===== src/rtl/vga_text_writer_pkg.sv =====
// Shared constants for the VGA text-buffer writer and related debug printers.
package vga_text_writer_pkg;

  localparam int unsigned COLS   = 80;
  localparam int unsigned ROWS   = 30;
  localparam int unsigned ADDR_W = 12;

  typedef enum logic [1:0] {
    CMD_HEX   = 2'b00,
    CMD_CHAR  = 2'b01,
    CMD_CLEAR = 2'b10,
    CMD_RSVD  = 2'b11
  } cmd_e;

  localparam logic [7:0] ASCII_0   = 8'h30;
  localparam logic [7:0] ASCII_A   = 8'h41;
  localparam logic [7:0] FILL_CHAR = 8'h20;

endpackage


===== src/rtl/vga_text_writer_if.sv =====
// Print-command handshake plus text-buffer write port of the VGA text writer.
interface vga_text_writer_if #(
  parameter int unsigned ADDR_W = vga_text_writer_pkg::ADDR_W
);

  logic              req_valid;
  logic              req_ready;
  logic [1:0]        req_cmd;
  logic [4:0]        req_row;
  logic [6:0]        req_col;
  logic [31:0]       req_value;
  logic [2:0]        req_ndigits;
  logic              done;
  logic              err;
  logic              wen;
  logic [ADDR_W-1:0] w_addr;
  logic [7:0]        w_data;

  // Command issuer (debug / CPU-status logic).
  modport master (
    output req_valid, req_cmd, req_row, req_col, req_value, req_ndigits,
    input  req_ready, done, err, wen, w_addr, w_data
  );

  // The writer itself.
  modport slave (
    input  req_valid, req_cmd, req_row, req_col, req_value, req_ndigits,
    output req_ready, done, err, wen, w_addr, w_data
  );

endinterface


===== src/rtl/hex_to_ascii.sv =====
// Combinational 4-bit nibble to upper-case ASCII hex digit.
module hex_to_ascii (
  input  logic [3:0] nibble,
  output logic [7:0] ascii
);
  import vga_text_writer_pkg::*;

  // 0-9 map onto '0'.., 10-15 onto 'A'..
  always_comb begin
    if (nibble < 4'd10) ascii = ASCII_0 + {4'b0000, nibble};
    else                ascii = ASCII_A + {4'b0000, nibble} - 8'd10;
  end

endmodule


===== src/rtl/vga_text_writer.sv =====
// Expands HEX / CHAR / CLEAR print commands into one text-buffer write per clock.
module vga_text_writer #(
  parameter int unsigned COLS      = vga_text_writer_pkg::COLS,
  parameter int unsigned ROWS      = vga_text_writer_pkg::ROWS,
  parameter int unsigned ADDR_W    = vga_text_writer_pkg::ADDR_W,
  parameter logic [7:0]  FILL_CHAR = vga_text_writer_pkg::FILL_CHAR
) (
  input logic              clk,
  input logic              rstn,
  vga_text_writer_if.slave bus
);
  import vga_text_writer_pkg::*;

  localparam int unsigned        CELLS     = ROWS * COLS;
  localparam logic [ADDR_W-1:0]  LAST_ADDR = ADDR_W'(CELLS - 1);

  localparam logic [2:0] ST_IDLE  = 3'd0;
  localparam logic [2:0] ST_HEX   = 3'd1;
  localparam logic [2:0] ST_CHAR  = 3'd2;
  localparam logic [2:0] ST_CLEAR = 3'd3;
  localparam logic [2:0] ST_DROP  = 3'd4;

  logic [2:0]        state_q, state_d;
  logic [ADDR_W-1:0] addr_q, addr_d;
  logic [ADDR_W-1:0] cnt_q, cnt_d;    // writes still to issue after the current one
  logic [31:0]       shift_q, shift_d;
  logic [7:0]        data_q, data_d;
  logic              ready_q, ready_d;
  logic              wen_q, wen_d;
  logic              done_q, done_d;
  logic              err_q, err_d;

  logic              accept;
  logic [3:0]        ndig;
  logic [31:0]       aligned;
  logic              bad_pos;
  logic [ADDR_W-1:0] start_addr;
  logic [3:0]        nibble;
  logic [7:0]        nib_ascii;

  assign accept     = bus.req_valid & ready_q;
  assign ndig       = (bus.req_ndigits == 3'd0) ? 4'd8 : {1'b0, bus.req_ndigits};
  // Left-justify the printed digits so the next digit is always in [31:28].
  assign aligned    = bus.req_value << {4'd8 - ndig, 2'b00};
  assign bad_pos    = (32'(bus.req_row) >= ROWS) || (32'(bus.req_col) >= COLS);
  assign start_addr = ADDR_W'(bus.req_row) * ADDR_W'(COLS) + ADDR_W'(bus.req_col);
  assign nibble     = (state_q == ST_IDLE) ? aligned[31:28] : shift_q[31:28];

  hex_to_ascii u_hex_to_ascii (
    .nibble (nibble),
    .ascii  (nib_ascii)
  );

  // Command acceptance and per-cycle write sequencing.
  always_comb begin
    state_d = state_q;
    addr_d  = addr_q;
    cnt_d   = cnt_q;
    shift_d = shift_q;
    data_d  = data_q;
    ready_d = ready_q;
    wen_d   = 1'b0;
    done_d  = 1'b0;
    err_d   = 1'b0;
    case (state_q)
      ST_IDLE: begin
        if (accept) begin
          ready_d = 1'b0;
          state_d = ST_DROP;
          done_d  = 1'b1;
          err_d   = 1'b1;
          case (bus.req_cmd)
            CMD_CLEAR: begin
              state_d = ST_CLEAR;
              done_d  = 1'b0;
              err_d   = 1'b0;
              wen_d   = 1'b1;
              addr_d  = '0;
              data_d  = FILL_CHAR;
              cnt_d   = LAST_ADDR;
            end
            CMD_HEX: begin
              if (!bad_pos) begin
                state_d = ST_HEX;
                err_d   = 1'b0;
                done_d  = (ndig == 4'd1);
                wen_d   = 1'b1;
                addr_d  = start_addr;
                data_d  = nib_ascii;
                shift_d = aligned << 4;
                cnt_d   = ADDR_W'(ndig - 4'd1);
              end
            end
            CMD_CHAR: begin
              if (!bad_pos) begin
                state_d = ST_CHAR;
                err_d   = 1'b0;
                wen_d   = 1'b1;
                addr_d  = start_addr;
                data_d  = bus.req_value[7:0];
                cnt_d   = '0;
              end
            end
            default: ;
          endcase
        end
      end
      ST_HEX, ST_CHAR, ST_CLEAR: begin
        if (cnt_q == '0) begin
          state_d = ST_IDLE;
          ready_d = 1'b1;
        end else begin
          wen_d   = 1'b1;
          // Column/row advance collapses to +1 on the linear address, wrapping after the last cell.
          addr_d  = (addr_q == LAST_ADDR) ? '0 : addr_q + ADDR_W'(1);
          cnt_d   = cnt_q - ADDR_W'(1);
          done_d  = (cnt_q == ADDR_W'(1));
          data_d  = (state_q == ST_HEX) ? nib_ascii : FILL_CHAR;
          shift_d = shift_q << 4;
        end
      end
      ST_DROP: begin
        state_d = ST_IDLE;
        ready_d = 1'b1;
      end
      default: begin
        state_d = ST_IDLE;
        ready_d = 1'b1;
      end
    endcase
  end

  // State and registered outputs; reset aborts any command in flight.
  always_ff @(posedge clk or negedge rstn) begin
    if (!rstn) begin
      state_q <= ST_IDLE;
      addr_q  <= '0;
      cnt_q   <= '0;
      shift_q <= '0;
      data_q  <= '0;
      ready_q <= 1'b1;
      wen_q   <= 1'b0;
      done_q  <= 1'b0;
      err_q   <= 1'b0;
    end else begin
      state_q <= state_d;
      addr_q  <= addr_d;
      cnt_q   <= cnt_d;
      shift_q <= shift_d;
      data_q  <= data_d;
      ready_q <= ready_d;
      wen_q   <= wen_d;
      done_q  <= done_d;
      err_q   <= err_d;
    end
  end

  assign bus.req_ready = ready_q;
  assign bus.wen       = wen_q;
  assign bus.w_addr    = addr_q;
  assign bus.w_data    = data_q;
  assign bus.done      = done_q;
  assign bus.err       = err_q;

endmodule


===== src/flat_wrapper.sv =====
// flat-port wrapper written by rule: the top's interface ports become plain ports
module vga_text_writer_flat import vga_text_writer_pkg::*;
#(
  parameter int unsigned COLS      = vga_text_writer_pkg::COLS,
  parameter int unsigned ROWS      = vga_text_writer_pkg::ROWS,
  parameter int unsigned ADDR_W    = vga_text_writer_pkg::ADDR_W,
  parameter logic [7:0]  FILL_CHAR = vga_text_writer_pkg::FILL_CHAR
)
  (clk, rstn, bus_req_valid, bus_req_cmd, bus_req_row, bus_req_col, bus_req_value, bus_req_ndigits, bus_req_ready, bus_done, bus_err, bus_wen, bus_w_addr, bus_w_data);
  vga_text_writer_if #(.ADDR_W(ADDR_W)) bus_i ();
  input logic clk;
  input logic rstn;
  input wire logic [$bits(bus_i.req_valid)-1:0] bus_req_valid;
  input wire logic [$bits(bus_i.req_cmd)-1:0] bus_req_cmd;
  input wire logic [$bits(bus_i.req_row)-1:0] bus_req_row;
  input wire logic [$bits(bus_i.req_col)-1:0] bus_req_col;
  input wire logic [$bits(bus_i.req_value)-1:0] bus_req_value;
  input wire logic [$bits(bus_i.req_ndigits)-1:0] bus_req_ndigits;
  output wire logic [$bits(bus_i.req_ready)-1:0] bus_req_ready;
  output wire logic [$bits(bus_i.done)-1:0] bus_done;
  output wire logic [$bits(bus_i.err)-1:0] bus_err;
  output wire logic [$bits(bus_i.wen)-1:0] bus_wen;
  output wire logic [$bits(bus_i.w_addr)-1:0] bus_w_addr;
  output wire logic [$bits(bus_i.w_data)-1:0] bus_w_data;
  assign bus_i.req_valid = bus_req_valid;
  assign bus_i.req_cmd = bus_req_cmd;
  assign bus_i.req_row = bus_req_row;
  assign bus_i.req_col = bus_req_col;
  assign bus_i.req_value = bus_req_value;
  assign bus_i.req_ndigits = bus_req_ndigits;
  assign bus_req_ready = bus_i.req_ready;
  assign bus_done = bus_i.done;
  assign bus_err = bus_i.err;
  assign bus_wen = bus_i.wen;
  assign bus_w_addr = bus_i.w_addr;
  assign bus_w_data = bus_i.w_data;
  vga_text_writer #(.COLS(COLS), .ROWS(ROWS), .ADDR_W(ADDR_W), .FILL_CHAR(FILL_CHAR)) u_core (.clk(clk), .rstn(rstn), .bus(bus_i));
endmodule

===== config.mk =====
export PLATFORM = sky130hd
export DESIGN_NAME = vga_text_writer_flat
export DESIGN_NICKNAME = d
export VERILOG_FILES = /design/src/rtl/vga_text_writer_pkg.sv /design/src/rtl/vga_text_writer_if.sv /design/src/rtl/hex_to_ascii.sv /design/src/rtl/vga_text_writer.sv /design/src/flat_wrapper.sv
export SDC_FILE = /design/constraint.sdc
export NUM_CORES = 1
export LEC_CHECK = 0
export CAP_MARGIN = 10
export CORE_UTILIZATION = 59
export DETAILED_ROUTE_END_ITERATION = 7
export PLACE_DENSITY = 0.87
export SYNTH_ARGS = -nofsm -noshare
export SYNTH_HDL_FRONTEND = slang
export SYNTH_SLANG_ARGS = --single-unit

===== constraint.sdc =====
create_clock -name clk -period 4.7 [get_ports clk]
set_input_delay 0.94 -clock clk [delete_from_list [all_inputs] [get_ports clk]]
set_output_delay 0.94 -clock clk [all_outputs]
set_load 0.03 [all_outputs]

# Word level (Yosys, flattened, before mapping)
# Cells that the tools add are included.
# classes
n_addsub,8
mul,1
magnitude_cmp,3
eq_ne,18
n_shift,1
n_mux,50
bitwise_logic,1
n_reduce_logical,12
# ops
operator,count
two-way mux 32 bit,4
two-way mux 12 bit,8
one-hot mux 12 bit (2 select lines),3
one-hot mux 32 bit (2 select lines),1
two-way mux 8 bit,6
one-hot mux 12 bit (3 select lines),1
<< shifter 32 x 6 -> 32 bit,1
one-hot mux 8 bit (3 select lines),1
one-hot mux 8 bit (2 select lines),1
"adder 12 x 1 -> 12 bit, second input constant",1
adder 12 x 7 -> 12 bit,1
"== test 12 x 1 -> 1 bit, second input constant",1
"== test 12 bit, second input constant",1
logical NOT 12 bit,1
two-way mux 3 bit,4
"!= test 3 bit, second input constant",4
one-hot mux 1 bit (2 select lines),6
"subtractor 12 x 1 -> 12 bit, second input constant",1
two-way mux 1 bit,11
AND reduction 5 bit,2
one-hot mux 3 bit (3 select lines),1
"adder 7 x 4 -> 8 bit, first input constant",1
"multiplier 5 x 3 -> 8 bit, second input constant",1
two-way mux 4 bit,2
25 further kinds,30
# totals
reg_bits,71
out_inout_bits,24

# Logic depth before layout (Yosys ltp)
# Gate-level depths: netlist (run 1).
# logic_depth
word_depth,12
mapped_depth,12
depth_no_buf,10

# Modules after synthesis
# A second synthesis (run 1) with hierarchy kept.
# unflattened
hier_cells,561
area_unflattened_um2,4877.2
# by_module_without_submodules
module,n_inst,cells_each,area_per_inst_um2,seq_area_each_um2
vga_text_writer,1,545,4772.1,1677.9
hex_to_ascii,1,16,105.1,0.0

# Worst setup path after synthesis (run 1)
# Ideal clock, no wire load.
# synth_path
kind,input-to-reg
startpoint,input bus_req_ndigits[0]
endpoint,register u_core.data_q[2] (netlist: u_core.bus.w_data[2])
setup_ns,0.077
arrival_time_ns,3.226
required_time_ns,4.623
slack_ns,1.396
path_stages,11
path_cell_list,buf_6 buf_2 inv_1 ha_1 mux4_2 mux2_4 mux2i_4 ha_1 and4b_1 o21ai_1 a21oi_1
# synth_via
elab_chain_cells,12
word_cells_on_any_way,16
classes_between,add/sub: 4; order compare: 1; shift: 1; mux: 9; reduce/logical: 1
# synth_lines
item,line,text
"start, declared",flat_wrapper.sv:18,input wire logic [$bits(bus_i.req_ndigits)-1:0] bus_req_ndigits;
logical NOT 3 bit,vga_text_writer.sv:42,"assign ndig = (bus.req_ndigits == 3'd0) ? 4'd8 : {1'b0, bus.req_ndigits};"
two-way mux 4 bit (*),vga_text_writer.sv:42,
subtractor 4 bit (*),vga_text_writer.sv:44,"assign aligned = bus.req_value << {4'd8 - ndig, 2'b00};"
<< shifter 32 x 6 -> 32 bit (*),vga_text_writer.sv:44,
two-way mux 4 bit (*),vga_text_writer.sv:47,assign nibble = (state_q == ST_IDLE) ? aligned[31:28] : shift_q[31:28];
adder 7 x 4 -> 8 bit,hex_to_ascii.sv:11,"else ascii = ASCII_A + {4'b0000, nibble} - 8'd10;"
subtractor 8 x 4 -> 8 bit,hex_to_ascii.sv:11,
two-way mux 8 bit (*),hex_to_ascii.sv:10,"if (nibble < 4'd10) ascii = ASCII_0 + {4'b0000, nibble};"
two-way mux 8 bit,vga_text_writer.sv:83,if (!bad_pos) begin
one-hot mux 8 bit (3 select lines),vga_text_writer.sv:72,case (bus.req_cmd)
two-way mux 8 bit,vga_text_writer.sv:67,if (accept) begin
one-hot mux 8 bit (2 select lines) (*),vga_text_writer.sv:65,case (state_q)
"end signal, assigned",vga_text_writer.sv:150,data_q <= data_d;
"end, declared",vga_text_writer.sv:27,"logic [7:0] data_q, data_d;"
# Every way passes the cells marked *; elsewhere a longest branch is shown, timed or not. The select of a mux whose other input is x is not followed.
# A chain may end at the register's enable or synchronous reset.

# Final worst setup path (run 1)
# layout_path
startpoint,input bus_req_ndigits[1]
endpoint,register u_core.data_q[2] (netlist: u_core.bus.w_data[2])
# The elaborated chain is that of the path after synthesis.

==> impl_metrics.tcl, run 1 <==
set metrics [dict create \
    status "completed" \
    slew_headroom 0.4479 \
    synth_top_family_by_area "compound AO/OA/AOI/OAI gates" \
    synth_ff_type "dfrtp_1" \
    cts_buffers 9 \
    grt_max_degree 52 \
    vias 4666 \
    synth_area_leader_cell "dfrtp_1" \
    wl_per_cell_um 18.62 \
    synth_fa_ha_area_frac 0.04468 \
    viasPerCell 6.472 \
    yosysUniqueCellTypes 65 \
    synth-seq-cells 67 \
    reg2regPathDepth 10 \
    fp.dieW_um 92.36 \
    syn_area_um2 4817 \
    period_needed_ns 3.426 \
    place_ws_ns 0.9451 \
    grtUsageTotal 0.3350 \
    finalSetupViolCount 0 \
    cts_sinks 67 \
    grt_pass1_vias 4640 \
    cts_tree "built" \
    synth.area.mux_share 0.1221 \
    cp_data_arrival_time_ns 3.70 \
    synthSimpleGateAreaFrac 0.1771 \
    dieArea_um2 8530 \
    power_density_nw_per_um2 224.1 \
    max_freq_mhz 291.9 \
    dr.pass1.iters 5 \
    setup_slack_ns 1.274 \
    crit_type "in -> reg" \
    final_util 0.7474 \
    holdWs_ns 0.5175 \
    htreeDepth 3 \
    dp_cells 705 \
    synth-xor-area-share 0.01818 \
    antenna_found_initial 0 \
    cts_setup_buffers 0 \
    cap_violations 0 \
    synth_top_area_frac 0.3429 \
    synth_area_leaders "dfrtp_1 (34%), mux4_2 (7.0%), a21oi_1 (6.1%), o21ai_0 (5.4%), nor2_1 (5.0%)" \
    synth-compound-area-share 0.2390 \
    fin_cells 721 \
    synth.most_common_cell "dfrtp_1" \
    ys_seq_area_frac 0.3483 \
    final.period_utilization 0.7290 \
    fillers 566 \
    setup.worst_path.end_class "flip-flop" \
    areaGrowthSynthToFinish_pct 21.14 \
    drive_gt1_frac 0.09855 \
    holdBufCountCts 0 \
    nets 682 \
    worstSetupStartpointType "primary input" \
    hold_depth 1 \
    setup-tns-final_ns 0 \
    hold_violations 0 \
    syn_nets 618 \
    hpwlAfterDp_um 9810 \
    drcViolationCount 0 \
    core_area_um2 7807 \
    clockBufferDepth 2 \
    clock_skew_ns 0.01823 \
    io_pins 76 \
    async_flop_share 1.000 \
    clk_pin_slew_worst_paths_ns 0.07 \
    finalMaxSlewViolations 0 \
    ys_warn_count 0 \
    cts-root-buf "clkbuf_8" \
    synthCells 550 \
    cts_resized 0 \
    grt_pass1_wl_um 22100 \
    die_h_um 92.36 \
    io_buffers 75 \
    start_util 0.6170 \
    globalplace.congestion 0.8997 \
    rsz0062_at_grt "false" \
    routed_wl_um 13430 \
    leakagePower_nw 2.470 \
    worstMarginPinSlew_ns 0.8251 \
    rows 32 \
    clock_latency_ns 0.36 \
    detail-route-antenna-nets 0 \
    worst-path-max-fanout 39 \
    gr-total-overflow 0 \
    hold_class "reg -> reg" \
    diodes 0 \
    required_ns 4.97 \
    avgSynthCellArea_um2 8.758 \
    synth_common_cells "dfrtp_1 (66), nor2_1 (64), a21oi_1 (59)" \
    synth_edf_count 0 \
    peakVddDrop_mv 0.1894 \
    drt_iter0_markers 319 \
]
cells in the final DEF (no fill, tap or decap), types with 7 or more instances in the layout:
cell type and instances:
a21oi_1 58, a22oi_1 8, a31oi_1 12, buf_4 11, clkbuf_8 10, clkdlybuf4s50_1 73, dfrtp_1 66, ha_1 14
inv_1 24, mux2i_1 10, mux4_2 15, nand2_1 51, nand3_1 22, nor2_1 63, nor3_1 7, o21ai_0 52
where the power goes:
| group | switching, mW | internal, mW | total [mW] | leakage, nW |
|---|---|---|---|---|
| Combinational | 0.120 | 0.112 | 0.232 | 1.51 |
| Sequential | 0 | 0.576 | 0.576 | 0.867 |
| Clock | 0.238 | 0.261 | 0.500 | 0.0957 |
path summary, 6_finish.rpt:
kind,start,to,slack [ns]
setup / recovery,bus_req_ndigits[1],u_core.bus.w_data[2],1.27
hold / removal,u_core.bus.w_data[6],u_core.bus.w_data[6],0.52
setup reg to reg,u_core.cnt_q[0],u_core.bus.w_addr[8],2.00
hold reg to reg,u_core.bus.w_data[6],u_core.bus.w_data[6],0.52
max in group asynchronous,rstn,u_core.shift_q[25],3.10
min in group asynchronous,rstn,u_core.bus.w_addr[7],0.66
sequential cells by signal, indices dropped and copies added, names as in the netlist:
name / count
u_core.bus.req_ready: 1
u_core.cnt_q: 12
u_core.bus.err: 1
u_core.bus.done: 1
u_core.bus.w_data: 8
u_core.state_q: 3
u_core.bus.w_addr: 12
u_core.bus.wen: 1
u_core.shift_q: 28
per-stage QoR:
step	total power, mW	instance area (um^2)
after global placement	0.8103	5632
after global routing	1.354	5836
final	1.308	5836
after detailed placement	0.8164	5632
after CTS	1.308	5836
after floorplan	0.7207	4817
cell families (layout without fill, tap and decap cells):
family	after synthesis	count (layout)
AO/OA/AOI/OAI	186	186
AND/OR/NAND/NOR	181	181
flip-flops	67	67
buffers and inverters	57	126
multiplexers	33	33
adder cells (fa/ha/maj)	16	16
XOR/XNOR	10	10
layout make-up:
class / instances / area [um^2] / share of cell area
flip-flops and latches: 67 / 1678 / 0.2875
clock buffers: 11 / 141.4 / 0.02423
repair buffers: 86 / 823.3 / 0.1411
clock inverters: 5 / 62.56 / 0.01072
multi-input cells: 426 / 2913 / 0.4991
inverters: 24 / 90.09 / 0.01544
well taps: 102 / 127.6 / 0.02187
critical path, cell delays in order:
cell	delay, ns
clkdlybuf4s50_1	0.47
inv_1	0.06
ha_1	0.32
buf_4	0.40
mux4_2	0.39
mux2_4	0.28
mux2i_4	0.21
ha_1	0.22
and4b_1	0.20
o21ai_1	0.07
a21oi_1	0.13
routing by layer:
layer | wire length, um | global-route usage | vias up
met3 | 814 | 0.05255 | 33
met4 | 368 | 0.1445 | 0
met2 | 6961 | 0.5864 | 216
li1 | - | - | 2166
met5 | 0 | 0 | -
met1 | 5281 | 0.4088 | 2251
Note: power is estimated with default switching activity, not from simulation.
==> run 2, diff against run 1 <==
CORE_UTILIZATION = 50   (was 59)
PLACE_DENSITY = 0.78   (was 0.87)
clock period = 3.15 ns   (was 4.7 ns; I/O delays follow)
==> run 2 against run 1 <==
Compared with the run above: clock skew shrank 0.0088 ns; cell area grew 3.6%; worst hold slack lost 0.25 ns; highest routed layer unchanged; largest cell class unchanged; cell count grew 6.0%; first-iteration DRC count grew 3.4%; count of clock-buffer cells in the layout grew 2; wire length shrank 0.57%; setup slack lost 0.93 ns; flip-flop and latch count is the same.
==> impl_metrics.tcl, run 2 (synthesized netlist as in run 1, its figures left out) <==
set metrics [dict create \
    post_dp_cell_area_um2 5811 \
    drt_iter0_markers 330 \
    slew_headroom 0.2479 \
    cap_violations 0 \
    cts_buffers 9 \
    setup.worst_path.end_class "flip-flop" \
    pwr-share-seq 0.414 \
    diodes 0 \
    final_cell_mix "clkdlybuf4s50_1 (73), dfrtp_1 (66), nor2_1 (63), a21oi_1 (58), o21ai_0 (52)" \
    drcViolationCount 0 \
    io_pins 76 \
    gr-total-overflow 0 \
    required_ns 3.43 \
    power_density_nw_per_um2 343.5 \
    start_util 0.5189 \
    max_freq_mhz 356.1 \
    hold_violations 0 \
    cp_data_arrival_time_ns 3.09 \
    cts_tree "built" \
    clock_skew_ns 0.009386 \
    leakagePower_nw 2.582 \
    nets 698 \
    dp_cells 748 \
    period_needed_ns 2.809 \
    clockBufferDepth 2 \
    hpwlAfterDp_um 9879 \
    worstMarginPinSlew_ns 1.127 \
    internal_power_mw 1.554 \
    p_comb_frac 0.174 \
    core_area_um2 9284 \
    antenna_found_initial 0 \
    dr.pass1.iters 5 \
    grt_pass1_wl_um 21340 \
    reg2regPathDepth 10 \
    status "completed" \
    rsz0062_at_grt "false" \
    fin_area_um2 6048 \
    setup-tns-final_ns 0 \
    cts_setup_buffers 0 \
    finalSetupViolCount 0 \
    io_buffers 75 \
    areaGrowthSynthToFinish_pct 25.56 \
    crit_type "in -> reg" \
    largest_reg_flops 28 \
    drive_gt1_frac 0.1213 \
    clock_latency_ns 0.35 \
    final.period_utilization 0.8916 \
    grt_pass1_vias 4471 \
    clk_pin_slew_worst_paths_ns 0.08 \
    worst-path-max-fanout 9 \
    htreeDepth 3 \
    hold_class "in -> async" \
    cts_resized 0 \
    total_power_mw 2.078 \
    cts_sinks 67 \
    routed_wl_um 13350 \
    fp.dieW_um 100.2 \
    die_h_um 100.2 \
    pwr-share-clk 0.412 \
    vias 4725 \
    fin_cells 764 \
    switching_share 0.2521 \
    wl_per_cell_um 17.47 \
    dieArea_um2 10030 \
    final_common_cell "clkdlybuf4s50_1" \
    globalplace.congestion 1.014 \
    finalMaxSlewViolations 0 \
    cts-root-buf "clkbuf_8" \
    grtUsageTotal 0.2743 \
    rows 35 \
    peakVddDrop_mv 0.2633 \
    grt_max_degree 44 \
    worstSetupStartpointType "primary input" \
    detail-route-antenna-nets 0 \
    p_sw_mw 0.5237 \
    viasPerCell 6.185 \
    holdBufCountCts 0 \
    largest_register "u_core.shift_q" \
]
run 2: changes by cell type in the layout (fill, tap and decap cells not counted), sizes merged:
| cell | delta |
|---|---|
| bufinv | +1 |
| clkinv | -1 |
| clkbuf | +2 |
| buf | +16 |
| clkinvlp | -2 |
run 2: path summary, 6_finish.rpt:
path	from	slack (ns)	end
worst max register to register	u_core.cnt_q[0]	0.48	u_core.bus.w_data[5]
min in group clk	u_core.bus.w_data[3]	0.52	u_core.bus.w_data[3]
worst min register to register	u_core.bus.w_data[3]	0.52	u_core.bus.w_data[3]
worst min-delay path	rstn	0.26	u_core.state_q[1]
max in group asynchronous	rstn	2.15	u_core.shift_q[10]
worst max-delay path	bus_req_ndigits[1]	0.34	u_core.bus.w_data[2]
run 2: critical path: stages:
cell and delay [ns]:
clkdlybuf4s50_1 0.47, inv_1 0.06, ha_1 0.33, buf_4 0.18
mux4_2 0.32, mux2_4 0.29, mux2i_4 0.16, ha_1 0.22
and4b_1 0.21, o21ai_1 0.07, a21oi_1 0.13
run 2: power groups by stage:
stage                     combinational [mW]  sequential (mW)  clock, mW
after floorplan                        0.199            0.877          0
after global placement                 0.352            0.876          0
after detailed placement               0.360            0.876          0
after CTS                              0.361            0.860      0.865
after global routing                   0.392            0.859      0.894
final                                  0.362            0.860      0.856
run 2: area by class of cell:
cell class,instances,area [um^2]
Sequential cell,67,1678
Clock inverter,3,68.82
Multi-Input combinational cell,426,2913
Inverter,24,90.09
Clock buffer,13,168.9
Fill cell,795,3236
Timing Repair Buffer,102,968.4
Tap cell,129,161.4
run 2: per-stage QoR:
stage                       util  setup WS, ns  hold slack [ns]
after floorplan                -        0.1562           0.3344
after global placement    0.6259       0.04660           0.4941
after detailed placement  0.6259      -0.01129           0.4989
after CTS                 0.6515        0.3509           0.2687
after global routing      0.6515        0.2331           0.2955
final                     0.6515        0.3414           0.2630
run 2: per-layer routing:
metal	track usage	part of all wire
met5	0	0
met3	0.04109	0.070
met2	0.4810	0.51
met1	0.3414	0.40
met4	0.1059	0.024
